**src/rtl/regfile_scoreboard_pkg.sv**
```systemverilog
// Shared sizing for the register file / scoreboard slice.
package regfile_scoreboard_pkg;

   localparam int DEF_LEN_REG   = 32;
   localparam int DEF_LEN_REGNO = 4;
   localparam int DEF_NUM_REGS  = 1 << DEF_LEN_REGNO;

endpackage

```
**src/rtl/regfile_scoreboard_scoreboard.sv**
```systemverilog
// One pending-write bit per register; a same-cycle writeback masks the hazard.
module regfile_scoreboard_scoreboard
   import regfile_scoreboard_pkg::*;
#(
   parameter int LEN_REGNO = DEF_LEN_REGNO
) (
   input  logic                 clk,
   input  logic                 rst,
   input  logic                 flush,
   input  logic                 do_wb,
   input  logic [LEN_REGNO-1:0] wb_regno,
   input  logic                 set_en,
   input  logic [LEN_REGNO-1:0] set_regno,
   input  logic [LEN_REGNO-1:0] rs1_regno,
   input  logic [LEN_REGNO-1:0] rs2_regno,
   input  logic [LEN_REGNO-1:0] rd_regno,
   output logic                 pend_rs1,
   output logic                 pend_rs2,
   output logic                 pend_rd
);

   localparam int NUM_REGS = 1 << LEN_REGNO;

   logic [NUM_REGS-1:0] sb_q;
   logic [NUM_REGS-1:0] sb_d;
   logic [NUM_REGS-1:0] wb_mask;
   logic [NUM_REGS-1:0] set_mask;
   logic [NUM_REGS-1:0] pend;

   always_comb begin
      wb_mask  = '0;
      set_mask = '0;
      if (do_wb)
         wb_mask[wb_regno] = 1'b1;
      if (set_en)
         set_mask[set_regno] = 1'b1;
      pend = sb_q & ~wb_mask;
      // Set is OR-ed after the clear so a new issue survives the old write completing.
      if (flush)
         sb_d = '0;
      else
         sb_d = pend | set_mask;
   end

   assign pend_rs1 = pend[rs1_regno];
   assign pend_rs2 = pend[rs2_regno];
   assign pend_rd  = pend[rd_regno];

   always_ff @(posedge clk or negedge rst) begin
      if (!rst)
         sb_q <= '0;
      else
         sb_q <= sb_d;
   end

endmodule

```
**src/rtl/regfile_scoreboard.sv**
```systemverilog
// Architectural register file with writeback bypass and RAW/WAW issue interlock.
module regfile_scoreboard
   import regfile_scoreboard_pkg::*;
#(
   parameter int LEN_REG   = DEF_LEN_REG,
   parameter int LEN_REGNO = DEF_LEN_REGNO
) (
   input  logic                 clk,
   input  logic                 rst,
   input  logic                 issue_valid,
   input  logic                 issue_is_wb,
   input  logic [LEN_REGNO-1:0] issue_rd,
   input  logic [LEN_REGNO-1:0] rs1_regno,
   input  logic [LEN_REGNO-1:0] rs2_regno,
   input  logic                 rs1_use,
   input  logic                 rs2_use,
   input  logic                 stall_i,
   input  logic                 flush,
   input  logic [LEN_REGNO-1:0] wb_regno,
   input  logic [LEN_REG-1:0]   wb_data,
   input  logic                 do_wb,
   output logic [LEN_REG-1:0]   rs1_data,
   output logic [LEN_REG-1:0]   rs2_data,
   output logic                 issue_stall,
   output logic                 issue_fire
);

   localparam int NUM_REGS = 1 << LEN_REGNO;

   logic [LEN_REG-1:0] regs_q [NUM_REGS];
   logic [LEN_REG-1:0] regs_d [NUM_REGS];
   logic               pend_rs1;
   logic               pend_rs2;
   logic               pend_rd;

   always_comb begin
      regs_d = regs_q;
      if (do_wb)
         regs_d[wb_regno] = wb_data;
   end

   always_ff @(posedge clk or negedge rst) begin
      if (!rst)
         regs_q <= '{default: '0};
      else
         regs_q <= regs_d;
   end

   always_comb begin
      rs1_data = regs_q[rs1_regno];
      rs2_data = regs_q[rs2_regno];
      if (do_wb && (wb_regno == rs1_regno))
         rs1_data = wb_data;
      if (do_wb && (wb_regno == rs2_regno))
         rs2_data = wb_data;
   end

   assign issue_stall = issue_valid && ((rs1_use && pend_rs1) ||
                                        (rs2_use && pend_rs2) ||
                                        (issue_is_wb && pend_rd));
   assign issue_fire  = issue_valid && !issue_stall && !stall_i;

   regfile_scoreboard_scoreboard #(
      .LEN_REGNO (LEN_REGNO)
   ) u_sb (
      .clk       (clk),
      .rst       (rst),
      .flush     (flush),
      .do_wb     (do_wb),
      .wb_regno  (wb_regno),
      .set_en    (issue_fire && issue_is_wb),
      .set_regno (issue_rd),
      .rs1_regno (rs1_regno),
      .rs2_regno (rs2_regno),
      .rd_regno  (issue_rd),
      .pend_rs1  (pend_rs1),
      .pend_rs2  (pend_rs2),
      .pend_rd   (pend_rd)
   );

endmodule

```
**config.mk**
```make
export PLATFORM = sky130hd
export DESIGN_NAME = regfile_scoreboard
export DESIGN_NICKNAME = d
export VERILOG_FILES = /design/src/rtl/regfile_scoreboard_pkg.sv /design/src/rtl/regfile_scoreboard_scoreboard.sv /design/src/rtl/regfile_scoreboard.sv
export SDC_FILE = /design/constraint.sdc
export NUM_CORES = 1
export LEC_CHECK = 0
export ABC_AREA = 1
export BUFFER_PORTS_ARGS = -buffer_cell sky130_fd_sc_hd__buf_4
export CAP_MARGIN = 20
export CORE_UTILIZATION = 25
export DETAILED_ROUTE_END_ITERATION = 12
export PLACE_DENSITY = 0.46
export SETUP_SLACK_MARGIN = 0.1
export SYNTH_ARGS = -nofsm -noshare
export SYNTH_HDL_FRONTEND = slang
export SYNTH_HIERARCHICAL = 1
export SYNTH_SLANG_ARGS = --single-unit
```
**constraint.sdc**
```tcl
create_clock -name clk -period 4.9 [get_ports clk]
set_input_delay 0.98 -clock clk [delete_from_list [all_inputs] [get_ports clk]]
set_output_delay 0.98 -clock clk [all_outputs]
set_load 0.005 [all_outputs]
```
==> impl_metrics.yaml, run 1 <==
outcome:
  status: "finished clean"
detailed_routing:
  highest_layer: "met5"
  vias: 30690
  drc: 0
  met2_length_mm: 56.10
  detail-route-antenna-nets: 0
  wl_met3_mm: 9.962
  drt-met1-wl_mm: 58.71
  dr.pass1.iters: 7
  drtIter0Drc: 3098
  vias_per_cell: 5.041
  routed_wl_mm: 129.3
  wl_per_cell_um: 21.23
setup_path:
  critPathMaxFanout: 74
  cp.required_ns: 3.92
  path_cells: "buf_8, inv_8, o22ai_1, a21oi_4, buf_4, nand4_1, nand2_1, buf_4"
  cp.arrival_ns: 3.28
  cpMostUsedCell: "buf_4"
  end_kind: "primary output"
  critPathTopFamily: "buffers and inverters"
  critPathBufInv: 4
  start_kind: "primary input"
  cpMaxStageDelayCell: "buf_4"
  slowest_delay_ns: 0.69
  critPathKind: "in -> out"
yosys:
  synth_largest_area_cell: "dfrtp_1"
  synth_area_leaders: "dfrtp_1 43%, nand2_1 26%, nand3_1 14%"
  netlist_instances: 4552
  avgSynthCellArea_um2: 6.685
  synth_nets: 4609
  ys_seq_elements: 528
  ys_types: 24
  synth_top_area_share_pct: 43.42
  ys_warn_count: 6
  syn-cell-area_um2: 30430
  synth-seq-area-share_pct: 43.42
floorplan:
  initial_utilization_pct: 25.30
  rows: 127
  die_x_um: 350.9
  die_h_um: 350.9
  fp.coreArea_um2: 120300
  dieArea_um2: 123100
  io_pins: 123
pwr:
  switching_power_uw: 4510
  peakVddDrop_mv: 0.2771
  p_leak_uw: 0.01669
  intPower_uw: 9137
  clkPwrFrac_pct: 35.2
  power_frac_seq_pct: 43.4
  power_frac_comb_pct: 21.4
  power_uw: 13650
  p_per_area_nw_per_um2: 391.6
  p_sw_share_pct: 33.05
layout:
  syn_to_final_growth_pct: 14.54
  diodes: 0
  layout_common_cells: "2075 x nand2_1, 832 x nand3_1, 528 x dfrtp_1"
  drive_gt1_share_pct: 7.326
  layout_commonest_cell: "nand2_1"
  fill_cells: 13330
  design_area_um2: 34850
  nets: 4483
sta:
  fin_setup_tns_ns: 0
  slew_violations: 0
  tightest_slew_ns: 1.090
  min_period_ns: 4.255
  finalCritPeriodShare_pct: 86.84
  rsz0062_at_grt: "false"
  timing.final.ws_setup_ns: 0.6449
  fmax_ghz: 0.2350
  hold_viol: 0
  setup_violations: 0
  max_slew_margin_pct: 27.31
  fin_hold_ws_ns: 0.3888
  finalClockSkew_ns: 0.01134
clocking:
  clockBufferDepth: 3
  cts_buffers: 61
  cts_hold_buf: 0
  cts_resized: 0
  cts_sinks: 528
  post-cts-setup-buffers: 0
  clk_pin_slew_ns: 0.06
  insertion_delay_ns: 0.66
  clock-root-buffer: "clkbuf_16"
  htree_levels: 2
  cts_tree: "done"
global_routing:
  grt_pass1_wl_mm: 193.8
  gr-total-overflow: 0
  antenna_found_initial: 1
  grt_max_degree: 124
  globalRouteTotalUtil_pct: 20.77
  grt_pass1_vias: 29290
job:
  cap_violations: 0
placement:
  placed_area_um2: 32790
  post-dp-hpwl_mm: 67.19
  place_ws_ns: 0.6929
  gp_congestion: 0.8251
  io_buffer_count: 122
worst_hold_path:
  worstHoldPathType: "in -> async"
## through the flow
stage	utilization, %	cells
floorplan	-	4552
global placement	27.26	5975
detailed placement	27.26	5975
CTS	28.97	6089
global route	28.97	6089
finish	28.97	6089
## path summary, 6_finish.rpt
check	startpoint	slack (ns)	depth (start not counted)	endpoint
hold reg to reg	regs_q[506]	0.51	2	regs_q[506]
setup / recovery	rs2_regno[0]	0.64	8	rs2_data[19]
hold / removal	rst	0.39	1	regs_q[6]
max in group asynchronous	rst	3.45	2	regs_q[438]
min in group clk	regs_q[506]	0.51	2	regs_q[506]
setup reg to reg	u_sb/sb_q[7]	2.08	14	u_sb/sb_q[15]
## logic make-up (layout without fill, tap and decap cells)
| group | after synthesis | count (layout) | synth area share [%] |
|---|---|---|---|
| flops | 528 | 528 | 43.42 |
| compound gates | 539 | 539 | 8.894 |
| buf+inv | 468 | 393 | 6.090 |
| simple gates | 3017 | 3017 | 41.59 |
## synthesized netlist by cell type, drive strengths merged
| cell type | instances |
|---|---|
| dfrtp | 528 |
| o22ai | 4 |
| o21ai | 515 |
| nor3 | 5 |
| clkbuf | 260 |
| inv | 96 |
| buf | 112 |
| nor3b | 1 |
| and2 | 1 |
| nor2 | 16 |
| nand4 | 64 |
| nand3 | 839 |
| a21oi | 20 |
| nand2 | 2091 |
## metal layers
layer  vias to the layer above  global-route usage (%)
met5                         -                       0
met4                         2                   7.174
met3                       212                   3.680
met2                      1123                   32.25
met1                     14750                   28.82
li1                      14600                       -
## power groups by stage
stage               Clock [uW]  Combinational [uW]  Sequential (uW)
floorplan                    0                1960             5800
global placement             0                2890             5970
detailed placement           0                2930             5970
CTS                       4930                2930             5910
global route              5070                3360             6040
finish                    4800                2920             5930
## state kept, by name, indices dropped and copies added (netlist names)
register / flops
regs_q: 512
u_sb/sb_q: 16
## final cells by class
| class | instances | area [um^2] | share of cell area [%] |
|---|---|---|---|
| well taps | 1612 | 2017 | 5.787 |
| repair buffers | 183 | 1654 | 4.746 |
| clock inverters | 25 | 279.0 | 0.8006 |
| clock buffers | 89 | 1784 | 5.120 |
| inverters | 96 | 390.4 | 1.120 |
| multi-input cells | 3556 | 15510 | 44.51 |
| flip-flops and latches | 528 | 13210 | 37.91 |
Note: power is estimated with default switching activity, not from simulation.
==> inputs of run 2 (changes only) <==
Settings changed: CORE_UTILIZATION 25 to 45, PLACE_DENSITY 0.46 to 0.68.
==> impl_metrics.yaml, run 2 (same netlist as run 1, synthesis figures left out) <==
detailed_routing:
  vias: 31260
  dr.pass1.iters: 6
  drtIter0Drc: 3921
  drc: 0
  wl_per_cell_um: 20.62
  vias_per_cell: 5.868
  routed_wl_mm: 109.8
  detail-route-antenna-nets: 0
setup_path:
  slowest_delay_ns: 0.57
  cp.arrival_ns: 3.15
  cpMaxStageDelayCell: "nand3_2"
  critPathBufInv: 3
  end_kind: "primary output"
  critPathTopFamily: "buffers and inverters"
  cp.required_ns: 3.92
  critPathKind: "in -> out"
  start_kind: "primary input"
  path_cells: "buf_6, o22ai_1, a21oi_4, nand3_2, buf_4, nand2_1, nand2_1, buf_4"
  critPathMaxFanout: 56
global_routing:
  globalRouteTotalUtil_pct: 31.96
  gr-total-overflow: 0
  grt_max_degree: 159
  grt_pass1_wl_mm: 169.6
  antenna_found_initial: 0
  grt_pass1_vias: 28450
sta:
  fin_hold_ws_ns: 0.4319
  rsz0062_at_grt: "false"
  min_period_ns: 4.130
  finalClockSkew_ns: 0.01094
  fmax_ghz: 0.2421
  tightest_slew_ns: 1.014
  slew_violations: 0
  setup_violations: 0
  max_slew_margin_pct: 32.43
  finalCritPeriodShare_pct: 84.29
  fin_setup_tns_ns: 0
  hold_viol: 0
  timing.final.ws_setup_ns: 0.7698
floorplan:
  dieArea_um2: 68660
  io_pins: 123
  rows: 94
  die_x_um: 262.0
  initial_utilization_pct: 45.87
  fp.coreArea_um2: 66330
  die_h_um: 262.0
placement:
  gp_congestion: 0.9031
  place_ws_ns: 0.8728
  post-dp-hpwl_mm: 56.24
  io_buffer_count: 122
job:
  cap_violations: 0
layout:
  diodes: 0
  top_register: "regs_q"
  layout_commonest_cell: "nand2_1"
  top_regs: "regs_q (512), u_sb/sb_q (16)"
  fill_cells: 6628
  drive_gt1_share_pct: 7.060
  syn_to_final_growth_pct: 10.75
  nets: 4471
  largest_register_ffs: 512
  layout_common_cells: "2075 x nand2_1, 832 x nand3_1, 528 x dfrtp_1"
clocking:
  clock-root-buffer: "clkbuf_16"
  cts_resized: 0
  insertion_delay_ns: 0.63
  cts_tree: "done"
  htree_levels: 2
  cts_buffers: 57
  clockBufferDepth: 3
  cts_hold_buf: 0
  cts_sinks: 528
  post-cts-setup-buffers: 0
  clk_pin_slew_ns: 0.06
worst_hold_path:
  worstHoldPathType: "in -> async"
pwr:
  p_per_area_nw_per_um2: 393.3
  p_leak_uw: 0.01655
  peakVddDrop_mv: 0.2577
outcome:
  status: "finished clean"
run 2: cell types whose count changed in the layout (fill, tap and decap cells not counted):
cell	change
bufinv_16	-3
nand2_4	-3
clkbuf_1	-2
clkbuf_8	+11
inv_16	+1
nand2_2	+3
inv_6	+1
clkinv_2	-7
clkbuf_16	-6
buf_4	-6
buf_12	-2
inv_4	-2
run 2: worst paths after layout:
kind / from / end / slack [ns] / cells past startpoint
setup / recovery: rs1_regno[1] / rs1_data[31] / 0.77 / 8
hold / removal: rst / regs_q[200] / 0.43 / 1
setup reg to reg: u_sb/sb_q[7] / u_sb/sb_q[13] / 2.22 / 14
hold reg to reg: regs_q[190] / regs_q[190] / 0.51 / 2
max in group asynchronous: rst / regs_q[369] / 3.30 / 2
min in group clk: regs_q[190] / regs_q[190] / 0.51 / 2
run 2: metrics by stage:
| stage | util, % | area (um^2) | power (uW) | std cells |
|---|---|---|---|---|
| 2_1_floorplan | - | 30430 | 7757 | 4552 |
| 3_3_place_gp | 47.86 | 31750 | 8683 | 5219 |
| 3_5_place_dp | 47.86 | 31750 | 8761 | 5219 |
| 4_1_cts | 50.80 | 33700 | 13250 | 5326 |
| 5_1_grt | 50.80 | 33700 | 13990 | 5326 |
| 6_report | 50.80 | 33700 | 13250 | 5326 |
run 2: cell type report:
type,count,area (um^2),area share [%]
Multi-Input combinational cell,3556,15500,45.99
Sequential cell,528,13210,39.21
Clock buffer,92,1778,5.276
Timing Repair Buffer,175,1569,4.656
Tap cell,864,1081,3.208
Inverter,96,387.9,1.151
Clock inverter,15,172.7,0.5124
run 2: per-layer routing:
metal  GRT usage, %  wire length (um)  vias up
met1          44.49             45660    14640
met2          50.15             48910     1744
met4          12.01              4095        0
met5              0                 0        -
met3          5.112             11150      302
li1               -                 -    14570
run 2: where the power goes:
group | internal [uW] | switching, uW | total (uW)
registers | 5230 | 692 | 5920
logic | 1070 | 1750 | 2830
clock network | 2630 | 1870 | 4500
